--- src/rtl/bubble_sipo_loader.sv ---
// -----------------------------------------------------------------------------
// bubble_sipo_loader
//
// Serial-in/parallel-out word assembler upstream of the DL latch bank in the
// bubble-data read path. Serial bits from the bubble detector are shifted in
// MSB first. Once a dw-bit word is complete it is presented on o_DATA, and
// o_LATCH_EN pulses for one enabled period to load the downstream DL.
//
// Every state change is qualified by the shared active-low clock enable
// i_CEN_n. When the enable is off, the block freezes completely, and that
// freeze includes the load strobe.
//
// Optional feature, macro BUBBLE_SIPO_PARITY_EN:
//   defined   - an even-parity bit follows each word (PAR state), and
//               o_PARITY_ERR reports a mismatch from LOAD until the next
//               accepted i_START.
//   undefined - no PAR state; o_PARITY_ERR is tied low.
// -----------------------------------------------------------------------------
module bubble_sipo_loader #(
    parameter int dw = 8
) (
    input  logic                      i_CLK,
    input  logic                      i_RST_n,
    input  logic                      i_CEN_n,
    input  logic                      i_START,
    input  logic                      i_SHIFT_EN,
    input  logic                      i_SDI,
    output logic [dw-1:0]             o_DATA,
    output logic                      o_LATCH_EN,
    output logic                      o_BUSY,
    output logic [$clog2(dw+1)-1:0]   o_BITCNT,
    output logic                      o_PARITY_ERR
);

    localparam int CW = $clog2(dw + 1);

    // Count value held just before the shift that completes the word.
    localparam logic [CW-1:0] LAST_BIT = CW'(dw - 1);

`ifdef BUBBLE_SIPO_PARITY_EN
    typedef enum logic [1:0] {
        S_IDLE  = 2'd0,
        S_SHIFT = 2'd1,
        S_PAR   = 2'd2,
        S_LOAD  = 2'd3
    } state_t;
`else
    typedef enum logic [1:0] {
        S_IDLE  = 2'd0,
        S_SHIFT = 2'd1,
        S_LOAD  = 2'd3
    } state_t;
`endif

    state_t          state_q;
    logic [dw-1:0]   data_q;
    logic            latch_en_q;
    logic            busy_q;
    logic [CW-1:0]   bitcnt_q;
`ifdef BUBBLE_SIPO_PARITY_EN
    logic            par_err_q;
`endif

    // FSM, shift register, bit counter and registered outputs, all advanced
    // only on enabled edges.
    // NOTE: an asynchronous reset sits in the sensitivity list, and all state
    // is assigned with <= so every register samples pre-edge values.
    always_ff @(posedge i_CLK or negedge i_RST_n) begin
        if (!i_RST_n) begin
            state_q    <= S_IDLE;
            data_q     <= '0;
            latch_en_q <= 1'b0;
            busy_q     <= 1'b0;
            bitcnt_q   <= '0;
`ifdef BUBBLE_SIPO_PARITY_EN
            par_err_q  <= 1'b0;
`endif
        end else if (!i_CEN_n) begin
            case (state_q)
                S_IDLE: begin
                    // Serial bits arriving before a START are not part of
                    // any word and are dropped.
                    if (i_START) begin
                        state_q  <= S_SHIFT;
                        busy_q   <= 1'b1;
                        bitcnt_q <= '0;
`ifdef BUBBLE_SIPO_PARITY_EN
                        par_err_q <= 1'b0;
`endif
                    end
                end

                S_SHIFT: begin
                    if (i_START) begin
                        // Restart. The partial word is abandoned without a
                        // strobe; o_DATA keeps its stale contents, which is
                        // harmless because the DL loads only on the strobe.
                        bitcnt_q <= '0;
                    end else if (i_SHIFT_EN) begin
                        data_q   <= {data_q[dw-2:0], i_SDI};
                        bitcnt_q <= bitcnt_q + 1'b1;
                        if (bitcnt_q == LAST_BIT) begin
`ifdef BUBBLE_SIPO_PARITY_EN
                            state_q    <= S_PAR;
`else
                            state_q    <= S_LOAD;
                            latch_en_q <= 1'b1;
`endif
                        end
                    end
                end

`ifdef BUBBLE_SIPO_PARITY_EN
                S_PAR: begin
                    if (i_START) begin
                        state_q  <= S_SHIFT;
                        bitcnt_q <= '0;
                    end else if (i_SHIFT_EN) begin
                        // The parity bit is only checked; it is not shifted
                        // into the word.
                        par_err_q  <= (^data_q) ^ i_SDI;
                        state_q    <= S_LOAD;
                        latch_en_q <= 1'b1;
                    end
                end
`endif

                S_LOAD: begin
                    // The strobe lasts exactly one enabled period. A START
                    // seen here chains straight into the next word.
                    latch_en_q <= 1'b0;
                    if (i_START) begin
                        state_q  <= S_SHIFT;
                        bitcnt_q <= '0;
`ifdef BUBBLE_SIPO_PARITY_EN
                        par_err_q <= 1'b0;
`endif
                    end else begin
                        state_q <= S_IDLE;
                        busy_q  <= 1'b0;
                    end
                end

                default: begin
                    state_q    <= S_IDLE;
                    latch_en_q <= 1'b0;
                    busy_q     <= 1'b0;
                end
            endcase
        end
    end

    // Every output is driven straight from a register.
    assign o_DATA     = data_q;
    assign o_LATCH_EN = latch_en_q;
    assign o_BUSY     = busy_q;
    assign o_BITCNT   = bitcnt_q;
`ifdef BUBBLE_SIPO_PARITY_EN
    assign o_PARITY_ERR = par_err_q;
`else
    assign o_PARITY_ERR = 1'b0;
`endif

endmodule

--- config.mk ---
export PLATFORM = sky130hd
export DESIGN_NAME = bubble_sipo_loader
export DESIGN_NICKNAME = d
export VERILOG_FILES = /design/src/rtl/bubble_sipo_loader.sv
export SDC_FILE = /design/constraint.sdc
export NUM_CORES = 1
export LEC_CHECK = 0
export BUFFER_PORTS_ARGS = -buffer_cell sky130_fd_sc_hd__buf_4
export CAP_MARGIN = 25
export CORE_UTILIZATION = 51
export CTS_CLUSTER_SIZE = 30
export DETAILED_ROUTE_END_ITERATION = 10
export GPL_TIMING_DRIVEN = 0
export HOLD_SLACK_MARGIN = 0.05
export PLACE_DENSITY = 0.82
export SYNTH_ARGS = -nofsm -noshare
export SYNTH_HDL_FRONTEND = slang
export SYNTH_SLANG_ARGS = --single-unit
--- constraint.sdc ---
create_clock -name i_CLK -period 2.1 [get_ports i_CLK]
set_input_delay 0.63 -clock i_CLK [delete_from_list [all_inputs] [get_ports i_CLK]]
set_output_delay 0.63 -clock i_CLK [all_outputs]
set_load 0.05 [all_outputs]
==> impl_metrics.ini <==
[cts]
cts_setup_buffers = 0
cts_root_buffer = clkbuf_4
clkTransAtPathRegs_ns = 0.09
h-tree-depth = 1
cts_hold_buf = 0
numClockSinks = 16
cts_tree = built
cts_resized = 0
clk_path_buf_depth = 2
cts_made_buffers = 3
clk_latency_ns = 0.29

[drt]
vias = 625
vias_per_cell = 5.58
drc = 4
dr.pass1.iters = 7
routed_wl_mm = 1.59
drtIter0Drc = 20
ant_nets = 0
avgRoutedWirePerCell_um = 14.2

[layout]
final_cell_area_um2 = 1060
diodes = 0
drive_gt1_share_pct = 40.6
post-route-util_pct = 68.3
area_growth_pct = 21.9
layout_commonest_cell = buf_4
mostFrequentLayoutCells = buf_4, dfrtp_1, mux2_2, inv_1, ha_1
nNetsFinal = 109

[flow_run]
max_cap_violations = 0

[synth]
synthCells = 74
ys_ff_latch = 16
ys.flop_type = dfrtp_1
synth_edf_count = 0
ys_types = 30
syn_nets = 86
ys_seq_area_share_pct = 45.8
syn_area_um2 = 873
async_flop_share_pct = 100
synth_area_per_cell_um2 = 11.8
yosys_warnings = 0

[global_route]
antenna_found_initial = 0
grt_first_pass_wirelength_mm = 2.50
grt_max_degree = 17
grt_overflow = 0
grt_usage_pct = 19.2
grt_pass1_vias = 573

[timing]
fin_skew_ns = 0.00299
period_needed_ns = 1.80
finalMaxSlewViolations = 0
hold_violations = 0
period_share_pct = 85.6
maxClockFrequency_ghz = 0.556
finalSetupViolations = 0
rsz0062_at_grt = false
fin_ws_ns = 0.303
tns_ns = 0

[worst_setup_path]
r2r_start = state_q[1]$_DFFE_PN0P_
required_ns = 2.28
cp-start-kind = flop
worstPathCellList = inv_1, ha_1, nor3b_4, mux2_2
crit_slowest_cell = nor3b_4
crit_arrival_ns = 1.98
r2r-end = o_DATA[5]$_DFFE_PN0P_
worst-r2r-cell-count = 4
critPathMaxStageDelay_ns = 0.45
rrSetupSlack_ns = 0.30
worst-setup-path-type = flop to flop
path_max_fanout = 8
end_kind = flop

[power_and_ir_drop]
ir_worst_vdd_mv = 1.03
p_leak_nw = 0.532
power.density_nw_per_um2 = 1580

[hold_path]
min_path_type = input port to asynchronous set/reset pin

[placement]
io_buffers = 18
dp_hpwl_mm = 1.18
dpl_cell_area_um2 = 1030
place_ws_ns = 0.224
gp_congestion = 0.755

[floorplan]
start_util_pct = 56.0
core_area_um2 = 1560
die_area_um2 = 1880
dieHeight_um = 43.4
fp-row-count = 14
fp.dieW_um = 43.4
io_pins = 21

[status]
status = complete, but fails checks
violations = design-rule violations
## kinds of logic (layout without fill, tap and decap cells)
| group | count (synthesis) | count (layout) | share of synthesized area [%] |
|---|---|---|---|
| AND/OR/NAND/NOR | 19 | 19 | 17.0 |
| flip-flops | 16 | 16 | 45.8 |
| multiplexers | 13 | 13 | 16.3 |
| AO/OA/AOI/OAI | 11 | 11 | 7.74 |
| buffers and inverters | 8 | 30 | 4.01 |
| adder cells (fa/ha/maj) | 6 | 6 | 8.60 |
| other | 1 | 1 | 0.429 |
## how the worst max path moves through the flow
stage	slack, ns	to	from	cells past startpoint
3_5_place_dp	0.22	o_DATA[5]$_DFFE_PN0P_	i_START	4
5_1_grt	0.19	o_DATA[1]$_DFFE_PN0P_	state_q[1]$_DFFE_PN0P_	4
4_1_cts	0.30	o_DATA[5]$_DFFE_PN0P_	state_q[1]$_DFFE_PN0P_	4
3_3_place_gp	0.26	o_DATA[7]$_DFFE_PN0P_	i_START	4
2_1_floorplan	0.34	o_LATCH_EN$_DFFE_PN0P_	o_BITCNT[0]$_DFFE_PN0P_	4
6_report	0.30	o_DATA[5]$_DFFE_PN0P_	state_q[1]$_DFFE_PN0P_	4
## critical path: cells and delay by family, from the launching register on
kind / cells / cell delay (ns)
AND/OR/NAND/NOR: 1 / 0.45
flip-flops: 1 / 0.43
multiplexers: 1 / 0.40
adder cells (fa/ha/maj): 1 / 0.28
buffers and inverters: 1 / 0.13
## synth_stat cells, types with 2 or more instances
| cell | number | area [um^2] |
|---|---|---|
| dfrtp_1 | 16 | 400 |
| mux2_2 | 10 | 113 |
| ha_1 | 6 | 75.1 |
| inv_1 | 6 | 22.5 |
| a21oi_1 | 3 | 15.0 |
| mux2i_1 | 3 | 30.0 |
| nand3_1 | 3 | 15.0 |
| o21ai_0 | 3 | 15.0 |
| nor2b_1 | 2 | 12.5 |
| nor3_1 | 2 | 10.0 |
## power breakdown
group          switching [mW]  internal, mW
registers               0.104         0.421
clock network          0.0972         0.106
logic                   0.607         0.346
total                   0.809         0.873
## flip-flops by register name, indices dropped and copies added, names as in the netlist
register    flops
state_q         2
o_BUSY          1
o_DATA          8
o_LATCH_EN      1
o_BITCNT        4
## stage by stage
| stage | cells | hold WS [ns] | power, mW |
|---|---|---|---|
| 2_1_floorplan | 74 | 0.334 | 1.22 |
| 3_3_place_gp | 108 | 0.495 | 1.45 |
| 3_5_place_dp | 108 | 0.498 | 1.48 |
| 4_1_cts | 112 | 0.181 | 1.69 |
| 5_1_grt | 112 | 0.188 | 1.78 |
| 6_report | 112 | 0.180 | 1.68 |
## per-layer routing
layer	track usage, %	wire (um)	up-vias
met4	13.1	41	0
met3	3.75	79	5
li1	-	-	308
met1	24.4	708	293
met2	29.7	761	19
met5	0	0	-
## area by class of cell
cell class | count | area (um^2)
Fill cell | 118 | 494
Multi-Input combinational cell | 50 | 438
Sequential cell | 16 | 400
Timing Repair Buffer | 18 | 135
Clock buffer | 4 | 36.3
Inverter | 6 | 22.5
Tap cell | 16 | 20.0
Buffer | 2 | 12.5
Note: power is estimated with default switching activity, not from simulation.
